## src/rtl/sobel.sv

```systemverilog
// Streaming 3x3 Sobel edge-magnitude engine: nine pixels in, one 8-bit magnitude out.
// Define SOBEL_THRESHOLD_EN to emit a binary edge map (S >= THRESHOLD) instead.
module sobel #(
    parameter int KERNEL_MxM   = 3,
    parameter int Numb_of_Data = 9,
    parameter int THRESHOLD    = 128
) (
    input  logic       clk_i_s,
    input  logic       rstn_i_s,
    input  logic       en_i_s,
    input  logic [7:0] data_i_s,
    output logic [7:0] data_o_s,
    output logic       sobel_done
);

    localparam logic [3:0] LAST = 4'(Numb_of_Data - 1);

    generate
        if (KERNEL_MxM != 3 || Numb_of_Data != KERNEL_MxM * KERNEL_MxM
            || THRESHOLD < 0 || THRESHOLD > 2040) begin : g_bad_cfg
            $error("sobel: unsupported kernel or threshold configuration");
        end
    endgenerate

    typedef enum logic [2:0] {
        IDLE,
        ARM,
        LOAD,
        CALC,
        MAG,
        DONE
    } state_t;

    state_t             state_q;
    logic [3:0]         count_q;
    logic [7:0]         pix_q [Numb_of_Data];
    logic signed [10:0] gx_q;
    logic signed [10:0] gy_q;
    logic [7:0]         data_q;
    logic               done_q;

    logic [11:0] xp, xn, yp, yn;
    logic [11:0] gx_w, gy_w;
    logic [10:0] gx_d, gy_d;
    logic [11:0] ax, ay, sum_d;
    logic [7:0]  mag_d;

    assign data_o_s   = data_q;
    assign sobel_done = done_q;

    // Gradient halves are non-negative; their 12-bit difference is two's complement.
    always_comb begin
        xp   = {4'b0, pix_q[2]} + {3'b0, pix_q[5], 1'b0} + {4'b0, pix_q[8]};
        xn   = {4'b0, pix_q[0]} + {3'b0, pix_q[3], 1'b0} + {4'b0, pix_q[6]};
        yp   = {4'b0, pix_q[6]} + {3'b0, pix_q[7], 1'b0} + {4'b0, pix_q[8]};
        yn   = {4'b0, pix_q[0]} + {3'b0, pix_q[1], 1'b0} + {4'b0, pix_q[2]};
        gx_w = xp - xn;
        gy_w = yp - yn;
        gx_d = gx_w[10:0];
        gy_d = gy_w[10:0];
    end

    always_comb begin
        ax    = gx_q[10] ? (12'd0 - {gx_q[10], gx_q}) : {1'b0, gx_q};
        ay    = gy_q[10] ? (12'd0 - {gy_q[10], gy_q}) : {1'b0, gy_q};
        sum_d = ax + ay;
`ifdef SOBEL_THRESHOLD_EN
        mag_d = (sum_d >= 12'(THRESHOLD)) ? 8'hFF : 8'h00;
`else
        mag_d = (sum_d > 12'd255) ? 8'hFF : sum_d[7:0];
`endif
    end

    always_ff @(posedge clk_i_s) begin
        if (rstn_i_s) begin
            state_q <= IDLE;
            count_q <= '0;
            for (int i = 0; i < Numb_of_Data; i++) begin
                pix_q[i] <= '0;
            end
            gx_q   <= '0;
            gy_q   <= '0;
            data_q <= '0;
            done_q <= 1'b0;
        end else begin
            unique case (state_q)
                IDLE: begin
                    count_q <= '0;
                    if (en_i_s) begin
                        state_q <= ARM;
                    end
                end
                // Settling slot: the first pixel is presented on the next edge.
                ARM: begin
                    state_q <= en_i_s ? LOAD : IDLE;
                end
                LOAD: begin
                    if (!en_i_s) begin
                        state_q <= IDLE;
                        count_q <= '0;
                    end else begin
                        pix_q[count_q] <= data_i_s;
                        if (count_q == LAST) begin
                            count_q <= '0;
                            state_q <= CALC;
                        end else begin
                            count_q <= count_q + 4'd1;
                        end
                    end
                end
                CALC: begin
                    gx_q    <= signed'(gx_d);
                    gy_q    <= signed'(gy_d);
                    state_q <= MAG;
                end
                MAG: begin
                    data_q  <= mag_d;
                    done_q  <= 1'b1;
                    state_q <= DONE;
                end
                DONE: begin
                    if (!en_i_s) begin
                        done_q  <= 1'b0;
                        state_q <= IDLE;
                    end
                end
                default: begin
                    state_q <= IDLE;
                    count_q <= '0;
                    done_q  <= 1'b0;
                end
            endcase
        end
    end

endmodule

```

## config.mk

```make
export PLATFORM = sky130hd
export DESIGN_NAME = sobel
export DESIGN_NICKNAME = d
export VERILOG_FILES = /design/src/rtl/sobel.sv
export SDC_FILE = /design/constraint.sdc
export NUM_CORES = 1
export LEC_CHECK = 0
export ABC_AREA = 1
export CORE_AREA = 2 2 138 140
export DETAILED_ROUTE_END_ITERATION = 10
export DIE_AREA = 0 0 140 142
export PLACE_DENSITY_LB_ADDON = 0.08
export SLEW_MARGIN = 20
export SYNTH_ARGS = -nofsm -noshare
export SYNTH_HDL_FRONTEND = slang
export SYNTH_SLANG_ARGS = --single-unit
```

## constraint.sdc

```tcl
create_clock -name clk_i_s -period 10.6 [get_ports clk_i_s]
set_input_delay 1.06 -clock clk_i_s [delete_from_list [all_inputs] [get_ports clk_i_s]]
set_output_delay 1.06 -clock clk_i_s [all_outputs]
set_load 0.02 [all_outputs]
```

==> results_dict.tcl <==
set metrics [dict create \
    status "complete, but fails checks" \
    failed_checks "design-rule violations" \
    crit_arrival_ps 3810 \
    critPathSlowestCell "fa_1" \
    clk_pin_slew_ps 80 \
    cts_buffer_depth 2 \
    setup_viol 0 \
    p_per_area_nw_per_um2 143 \
    routed_via_density 4.78 \
    finalMaxSlewViolations 0 \
    nets 971 \
    hold_viol_final 0 \
    max_freq_mhz 285 \
    grt_max_degree 27 \
    dpl.hpwl_um 13700 \
    synth_cell_types 30 \
    cts_hold_buf 0 \
    worst_path_largest_cell_delay_ps 580 \
    dieArea_um2 19900 \
    clk_latency_ps 360 \
    synth-edff-count 64 \
    die_width_um 140 \
    grt_pass1_wl_um 27200 \
    grt_overflow_total 0 \
    netlist_area_um2 7280 \
    synth_area_leaders "edfxtp_1, fa_1, dfxtp_1, inv_1, ha_1" \
    antenna_found_initial 0 \
    yosys_register_bits 102 \
    htreeDepth 3 \
    grt_usage_pct 17.8 \
    async_reset_ff_share_pct 0 \
    synthesis.instances 835 \
    routed_wl_um 16700 \
    worst_slew_pin_slew_ps 902 \
    ant_nets 0 \
    cts_tree "done" \
    wire_per_inst_um 15.3 \
    postCtsResizedCells 0 \
    antenna_cells 0 \
    synth_top_cell_by_area "edfxtp_1" \
    num_io_pins 20 \
    fin_skew_ps 11.9 \
    die_h_um 142 \
    io_buffers 19 \
    yosys_warnings 0 \
    fin_tns_setup_ps 0 \
    vdd_ir_drop_max_mv 0.0731 \
    ys_top_cells_by_count "inv_1, nand2_1, nor2_1" \
    path_cells "inv_1 > fa_1 > fa_1 > fa_1 > inv_1 > fa_1 > nand3b_1 > nand2_1 > a21oi_1 > or2_2 > nand3_1 > o211ai_1 > inv_1" \
    fin_util_pct 43.5 \
    critPathRequiredTime_ps 10900 \
    leakage_nw 3.81 \
    postCtsSetupRepairBufs 0 \
    dr.first_iter.drc_count 246 \
    drtPass1Iterations 8 \
    grt_pass1_vias 5259 \
    drv_cap 0 \
    min_period_ps 3510 \
    syn_to_final_growth_pct 10.3 \
    worstSetupPathType "flop to flop" \
    end_kind "flop" \
    drc 1 \
    gp_congestion 0.873 \
    clock-sinks 102 \
    synth.avg_cell_area_um2 8.72 \
    ys.flop_type "edfxtp_1" \
    row_count 50 \
    cts_made_buffers 9 \
    cp_max_fo 3 \
    period_share_pct 33.2 \
    final_layout_size_suffix_gt1_share_pct 4.07 \
    initial_core_util_pct 39.5 \
    relSlewSlack_pct 39.8 \
    ctsRootBufferMaster "clkbuf_16" \
    power_w 0.00114 \
    timing.critical_path.from_type "flop" \
    post-synth-top-count-cell "inv_1" \
    grt_setup_unrepaired "false" \
    synth_nets 950 \
    num_vias 5236 \
    synth_top_cell_area_share_pct 26.4 \
    cpMostUsedCell "fa_1" \
    ys_seq_area_share_pct 36.8 \
    min_path_type "flop to flop" \
    coreArea_um2 18500 \
]
## layout make-up
type	instances	area (um^2)
Fill cell	1817	10400
Multi-Input combinational cell	536	3860
Sequential cell	102	2680
Inverter	187	702
Tap cell	234	293
Clock buffer	9	225
Timing Repair Buffer	20	198
Clock inverter	7	72.6
## flip-flops by register name (all words and copies together), names as in the netlist
signal,flops
pix_q,64
data_o_s,8
count_q,4
state_q,3
gy_q,11
gx_q,11
sobel_done,1
## path summary, 6_finish.rpt
check	depth (start not counted)	slack, ps	endpoint	start
max	13	7090	gx_q[7]	pix_q[0][2]
min	2	470	sobel_done	sobel_done
max reg2reg	13	7090	gx_q[7]	pix_q[0][2]
min reg2reg	2	470	sobel_done	sobel_done
## cell families after synthesis
kind of cell | Yosys count | synth area share (%)
and+or+nand+nor | 330 | 19.9
buffers and inverters | 197 | 10.2
adders and majority gates | 104 | 24.4
DFF | 102 | 36.8
AOI/OAI and AO/OA | 77 | 5.72
xor gates and xnor gates | 25 | 3.01
## per-layer routing
layer,vias up,GRT usage [%],routed length (um)
li1,2640,-,-
met1,2483,21.7,7270
met2,90,32.6,8480
met3,23,2.36,450
met4,0,6.49,524
met5,-,0,0
## where the power goes
part	total, W	switching [W]	internal [W]
registers	0.000444	0.0000110	0.000433
clock network	0.000334	0.000167	0.000167
logic	0.000367	0.000223	0.000144
## metrics by stage
stage / setup WS, ps / area, um^2 / cells / hold WS (ps)
after detailed placement: 7090 / 7730 / 1079 / 460
final: 7090 / 8030 / 1095 / 466
after global placement: 7080 / 7730 / 1079 / 451
after CTS: 7070 / 8030 / 1095 / 472
after global routing: 6850 / 8030 / 1095 / 486
after floorplan: 7270 / 7280 / 835 / 464
## worst max-delay path: cells and delay by family (launching register included)
kind | cells | cell delay [ps]
AO/OA/AOI/OAI | 2 | 170
adder cells (fa/ha/maj) | 4 | 2010
buffers and inverters | 3 | 270
flip-flops | 1 | 390
AND/OR/NAND/NOR | 4 | 630
## cell usage in the layout, fill, tap and decap left out, drive strengths merged
cell / netlist / routed
inv: 186 / 190
nand2: 133 / 133
nor2: 118 / 118
edfxtp: 64 / 64
fa: 63 / 63
nand3: 44 / 44
ha: 41 / 41
a21oi: 39 / 39
dfxtp: 38 / 38
o21ai: 24 / 24
xor2: 21 / 21
clkdlybuf4s50: 0 / 19
clkbuf: 8 / 9
nor3: 9 / 9
nand4: 9 / 9
or2: 7 / 7
nand3b: 6 / 6
a31oi: 5 / 5
o211ai: 5 / 5
xnor2: 4 / 4
nor4: 3 / 3
o21bai: 3 / 3
clkinv: 1 / 3
and2: 1 / 1
a32o: 1 / 1
clkinvlp: 0 / 1
buf: 2 / 1
No activity file was read; power rests on OpenSTA's default activity.
